--- src/rtl/systolic_seq_ctrl.sv ---
// Pass sequencer for an output-stationary ARRAY_DIM x ARRAY_DIM systolic tile.
// Optional perf counters are compiled in with `define SEQ_PERF_CNT_EN.
module systolic_seq_ctrl #(
    parameter int ARRAY_DIM  = 4,
    parameter int K_WIDTH    = 8,
    parameter int ADDR_WIDTH = 8
) (
    input  logic                         clk,
    input  logic                         rst,
    input  logic                         start,
    input  logic [K_WIDTH-1:0]           k_len,
    input  logic                         stall,
    output logic                         busy,
    output logic                         done,
    output logic                         pe_clear_acc,
    output logic                         pe_load_weight,
    output logic [ARRAY_DIM-1:0]         pe_row_en,
    output logic                         wt_rd_en,
    output logic [ADDR_WIDTH-1:0]        wt_rd_addr,
    output logic                         act_rd_en,
    output logic [ADDR_WIDTH-1:0]        act_rd_addr,
    output logic                         out_valid,
    output logic [$clog2(ARRAY_DIM)-1:0] out_row_sel
`ifdef SEQ_PERF_CNT_EN
    ,
    output logic [31:0]                  perf_busy_cycles,
    output logic [31:0]                  perf_stall_cycles
`endif
);

    localparam int CLOG_DR = $clog2(2*ARRAY_DIM+1);
    localparam int CW      = (K_WIDTH > CLOG_DR) ? K_WIDTH : CLOG_DR;
    localparam int RW      = $clog2(ARRAY_DIM);

    localparam logic [2:0] S_IDLE    = 3'd0;
    localparam logic [2:0] S_CLEAR   = 3'd1;
    localparam logic [2:0] S_LOAD_W  = 3'd2;
    localparam logic [2:0] S_STREAM  = 3'd3;
    localparam logic [2:0] S_DRAIN   = 3'd4;
    localparam logic [2:0] S_READOUT = 3'd5;
    localparam logic [2:0] S_DONE    = 3'd6;

    localparam logic [CW-1:0] LW_LAST = CW'(ARRAY_DIM);
    localparam logic [CW-1:0] DR_LAST = CW'(2*ARRAY_DIM-1);
    localparam logic [CW-1:0] RO_LAST = CW'(ARRAY_DIM-1);

    logic [2:0]           state;
    logic [CW-1:0]        cnt;
    logic [K_WIDTH-1:0]   k_q;
    logic [ARRAY_DIM-1:0] skew;
    logic [CW-1:0]        k_last;

    assign k_last = CW'(k_q) - CW'(1);

    always_ff @(posedge clk) begin
        if (rst) begin
            state <= S_IDLE;
            cnt   <= '0;
            k_q   <= '0;
            skew  <= '0;
        end else if (!stall) begin
            // skew[r] holds the stream enable from r+1 unstalled cycles ago
            skew <= {skew[ARRAY_DIM-2:0], act_rd_en};
            cnt  <= cnt + CW'(1);
            case (state)
                S_IDLE: begin
                    cnt <= '0;
                    if (start) begin
                        k_q   <= k_len;
                        skew  <= '0;
                        state <= S_CLEAR;
                    end
                end
                S_CLEAR: begin
                    cnt   <= '0;
                    state <= S_LOAD_W;
                end
                S_LOAD_W: if (cnt == LW_LAST) begin
                    cnt   <= '0;
                    state <= (k_q == '0) ? S_DRAIN : S_STREAM;
                end
                S_STREAM: if (cnt == k_last) begin
                    cnt   <= '0;
                    state <= S_DRAIN;
                end
                S_DRAIN: if (cnt == DR_LAST) begin
                    cnt   <= '0;
                    state <= S_READOUT;
                end
                S_READOUT: if (cnt == RO_LAST) begin
                    cnt   <= '0;
                    state <= S_DONE;
                end
                S_DONE: begin
                    cnt   <= '0;
                    state <= S_IDLE;
                end
                default: begin
                    cnt   <= '0;
                    state <= S_IDLE;
                end
            endcase
        end
    end

    // Strobes drop during stall; addresses follow the held counter.
    assign busy           = (state != S_IDLE);
    assign done           = (state == S_DONE) && !stall;
    assign pe_clear_acc   = (state == S_CLEAR) && !stall;
    assign wt_rd_en       = (state == S_LOAD_W) && (cnt < LW_LAST) && !stall;
    assign pe_load_weight = (state == S_LOAD_W) && (cnt != '0) && !stall;
    assign act_rd_en      = (state == S_STREAM) && !stall;
    assign out_valid      = (state == S_READOUT) && !stall;
    assign pe_row_en      = stall ? '0 : skew;
    assign wt_rd_addr     = (state == S_LOAD_W)  ? ADDR_WIDTH'(cnt) : '0;
    assign act_rd_addr    = (state == S_STREAM)  ? ADDR_WIDTH'(cnt) : '0;
    assign out_row_sel    = (state == S_READOUT) ? RW'(cnt) : '0;

`ifdef SEQ_PERF_CNT_EN
    always_ff @(posedge clk) begin
        if (rst || (state == S_IDLE && start && !stall)) begin
            perf_busy_cycles  <= '0;
            perf_stall_cycles <= '0;
        end else begin
            if (busy && !(&perf_busy_cycles))
                perf_busy_cycles <= perf_busy_cycles + 32'd1;
            if (busy && stall && !(&perf_stall_cycles))
                perf_stall_cycles <= perf_stall_cycles + 32'd1;
        end
    end
`endif

endmodule

--- config.mk ---
export PLATFORM = sky130hd
export DESIGN_NAME = systolic_seq_ctrl
export DESIGN_NICKNAME = d
export VERILOG_FILES = /design/src/rtl/systolic_seq_ctrl.sv
export SDC_FILE = /design/constraint.sdc
export NUM_CORES = 1
export LEC_CHECK = 0
export ABC_AREA = 1
export CAP_MARGIN = 15
export CORE_MARGIN = 8
export CORE_UTILIZATION = 53
export DETAILED_ROUTE_END_ITERATION = 7
export PLACE_DENSITY = 0.85
export SLEW_MARGIN = 20
export SYNTH_ARGS = -nofsm -noshare
export SYNTH_HDL_FRONTEND = slang
export SYNTH_SLANG_ARGS = --single-unit
export TNS_END_PERCENT = 5
--- constraint.sdc ---
create_clock -name clk -period 4.4 [get_ports clk]
set_input_delay 0.44 -clock clk [delete_from_list [all_inputs] [get_ports clk]]
set_output_delay 0.44 -clock clk [all_outputs]
set_load 0.05 [all_outputs]
==> results.py <==
metrics = {
    "outcome": {
        "status": "finished, final reports clean",
    },
    "global_route": {
        "overflow": 0,
        "grt_pass1_wl_um": 7470,
        "grt.total_usage_pct": 17.5,
        "grt_pass1_vias": 1572,
        "grt_max_degree": 25,
        "antenna_found_initial": 0,
    },
    "detailed_routing": {
        "routed_wirelength_um": 4490,
        "drc": 0,
        "drt_first_iter_violations": 171,
        "drt-pass1-iter-count": 4,
        "wl_per_cell_um": 12.6,
        "ant_nets": 0,
        "vias": 1839,
        "vias_per_cell": 5.17,
    },
    "setup_path": {
        "startpoint": "stall",
        "critPathRequiredTime_ns": 3.96,
        "crit_path_end": "wt_rd_en",
        "rrSetupSlack_ns": 2.59,
        "cp_slowest_cell": "clkdlybuf4s50_1",
        "critical_path.top_delay_family": "buffers and inverters",
        "timing.critical_path.mode_cell": "clkdlybuf4s50_1",
        "crit_fanout": 24,
        "cp.buffers_inverters": 2,
        "worstPathArrival_ns": 2.64,
        "crit_type": "in2out",
        "worstSetupEndpointType": "output pin",
        "reg2reg_from": "k_q[1]",
        "r2r_end": "cnt[3]",
        "path_depth": 3,
        "crit_chain": "clkdlybuf4s50_1 > nor4_1 > clkdlybuf4s50_1",
        "reg2reg_depth": 13,
        "worst_path_largest_cell_delay_ns": 0.88,
        "critPathLaunchType": "primary input",
    },
    "die": {
        "dieWidth_um": 72.4,
        "num_rows": 20,
        "dieArea_um2": 5240,
        "die_h_um": 72.4,
        "start_util_pct": 55.6,
        "core_um2": 3030,
        "io_pins": 41,
    },
    "pwr": {
        "power_leakage_uw": 0.000846,
        "vdd.ir_drop.worst_mv": 0.221,
        "power.density_nw_per_um2": 413,
    },
    "sta": {
        "final.setup.worst_slack_ns": 1.32,
        "setup_viol": 0,
        "fin_tns_setup_ns": 0,
        "final_hold_viol_count": 0,
        "maxSlewViolCount": 0,
        "fmax_mhz": 325,
        "worst_slew_pin_slew_ns": 0.791,
        "finalCritPeriodShare_pct": 70.0,
        "relSlewSlack_pct": 47.1,
        "fin_skew_ns": 0.00262,
        "min_period_ns": 3.08,
        "rsz0062_at_grt": "no",
    },
    "placed_design": {
        "post-dp-hpwl_um": 3430,
        "post-place-ws_ns": 1.35,
        "place_inst": 352,
        "portBuffers": 40,
        "gp_congestion": 0.877,
    },
    "layout": {
        "fillers": 259,
        "n_antenna_cell": 0,
        "nets": 329,
        "area_growth_pct": 26.4,
        "final_cells": 356,
        "drive_above_1_share_pct": 9.62,
    },
    "clock_network": {
        "cts_tree": "built",
        "h-tree-depth": 1,
        "ctsHoldBuffers": 0,
        "path_clk_slew_ns": 0.13,
        "ctsRootBufferMaster": "clkbuf_4",
        "cts.repair.resized": 0,
        "cts_buffer_depth": 2,
        "cts.sinks": 23,
        "clk_latency_ns": 0.32,
        "postCtsSetupBuffers": 0,
        "cts_made_buffers": 3,
    },
    "yosys": {
        "syn-num-nets": 291,
        "yosysSeqAreaShare_pct": 27.3,
        "synth_area_per_cell_um2": 6.12,
        "netlist_instances": 275,
        "synth_warnings": 0,
        "yosysUniqueCellTypes": 33,
        "ys_ff_latch": 23,
        "netlist_area_um2": 1680,
    },
    "worst_hold_path": {
        "hold_path_class": "reg2reg",
        "min_path_cells": 2,
    },
    "flow_run": {
        "max-cap-violations": 0,
    },
}
## kinds of logic (layout without fill, tap and decap cells)
group,after synthesis,after routing,share of synthesized area [%]
and+or+nand+nor,160,160,43.7
buffers and inverters,46,83,11.0
AOI/OAI and AO/OA,38,38,12.9
DFF,23,23,27.3
adders and majority gates,4,4,2.97
xor gates and xnor gates,4,4,2.08
## routing by layer
| metal | track usage [%] | part of all wire [%] | up-vias | wire length [µm] |
|---|---|---|---|---|
| li1 | - | - | 941 | - |
| met2 | 26.9 | 45 | 69 | 2030 |
| met4 | 5.56 | 1.6 | 0 | 71 |
| met1 | 23.5 | 45 | 823 | 2020 |
| met3 | 3.72 | 8.3 | 6 | 371 |
| met5 | 0 | 0 | - | 0 |
## worst min-delay path by stage
stage          slack [ns]    start      end
5_1_grt              0.49  skew[2]  skew[2]
4_1_cts              0.48  skew[3]  skew[3]
2_1_floorplan        0.43  skew[3]  skew[3]
6_report             0.47  skew[3]  skew[3]
3_5_place_dp         0.46  skew[3]  skew[3]
3_3_place_gp         0.44  skew[3]  skew[3]
## cell usage in the layout, fill, tap and decap left out, drive strengths merged
cell,count
ha,4
o21ai,13
nand4,3
a31oi,2
nor2,58
a21oi,22
nand2,70
nor3,9
xnor2,1
or2,1
nand3,15
clkdlybuf4s50,40
nor4,4
inv,38
xor2,3
clkbuf,3
a311oi,1
clkinv,2
dfxtp,23
## worst reg2reg max path, delay by kind of cell (launching register included)
| kind | cells | cell delay [ns] |
|---|---|---|
| AOI/OAI and AO/OA | 1 | 0.06 |
| buffers and inverters | 1 | 0.12 |
| DFF | 1 | 0.32 |
| adders and majority gates | 1 | 0.24 |
| and+or+nand+nor | 10 | 0.93 |
## final cells by class
cell class | count | area [µm²] | share of cell area (%)
Sequential cell | 23 | 460 | 21.6
Inverter | 39 | 146 | 6.88
Clock buffer | 3 | 22.5 | 1.06
Clock inverter | 1 | 5.00 | 0.235
Multi-Input combinational cell | 206 | 1040 | 48.8
Timing Repair Buffer | 40 | 400 | 18.8
Tap cell | 44 | 55.1 | 2.59
## registers in the layout, summed over array words and instances, names as in the netlist
| signal | flops |
|---|---|
| cnt | 8 |
| k_q | 8 |
| skew | 4 |
| state | 3 |
## through the flow
stage / utilization, % / total power, µW / cell area, µm² / hold WS [ns]
2_1_floorplan: - / 665 / 1680 / 0.430
6_report: 70.3 / 880 / 2130 / 0.473
3_5_place_dp: 69.4 / 774 / 2100 / 0.458
3_3_place_gp: 69.4 / 763 / 2100 / 0.444
5_1_grt: 70.3 / 950 / 2130 / 0.492
4_1_cts: 70.3 / 874 / 2130 / 0.477
## where the power goes
group          switching (µW)  internal (µW)  total (µW)
Clock                    70.7           34.1         105
Sequential               40.7            238         279
Combinational             333            163         496
## synthesized netlist by cell type
master / n / share of area, %
a21oi_1: 21 / 6.2
a21oi_2: 1 / 0.52
a311oi_1: 1 / 0.52
a31oi_1: 1 / 0.37
a31oi_2: 1 / 0.74
buf_2: 1 / 0.30
buf_4: 1 / 0.45
buf_6: 1 / 0.67
clkbuf_1: 4 / 0.89
clkinv_1: 1 / 0.22
dfxtp_1: 23 / 27
ha_1: 4 / 3.0
inv_1: 28 / 6.2
inv_2: 10 / 2.2
nand2_1: 68 / 15
nand2_2: 1 / 0.37
nand2_4: 1 / 0.67
nand3_1: 10 / 3.0
nand3_2: 4 / 2.4
nand3_4: 1 / 1.0
nand4_1: 3 / 1.1
nor2_1: 56 / 12
nor2_2: 1 / 0.37
nor2_4: 1 / 0.67
nor3_1: 5 / 1.5
nor3_2: 2 / 1.2
nor3_4: 2 / 1.9
nor4_1: 4 / 1.5
o21ai_0: 12 / 3.6
o21ai_4: 1 / 0.97
or2_1: 1 / 0.37
xnor2_1: 1 / 0.52
xor2_1: 3 / 1.6
No activity file was read; power rests on OpenSTA's default activity.
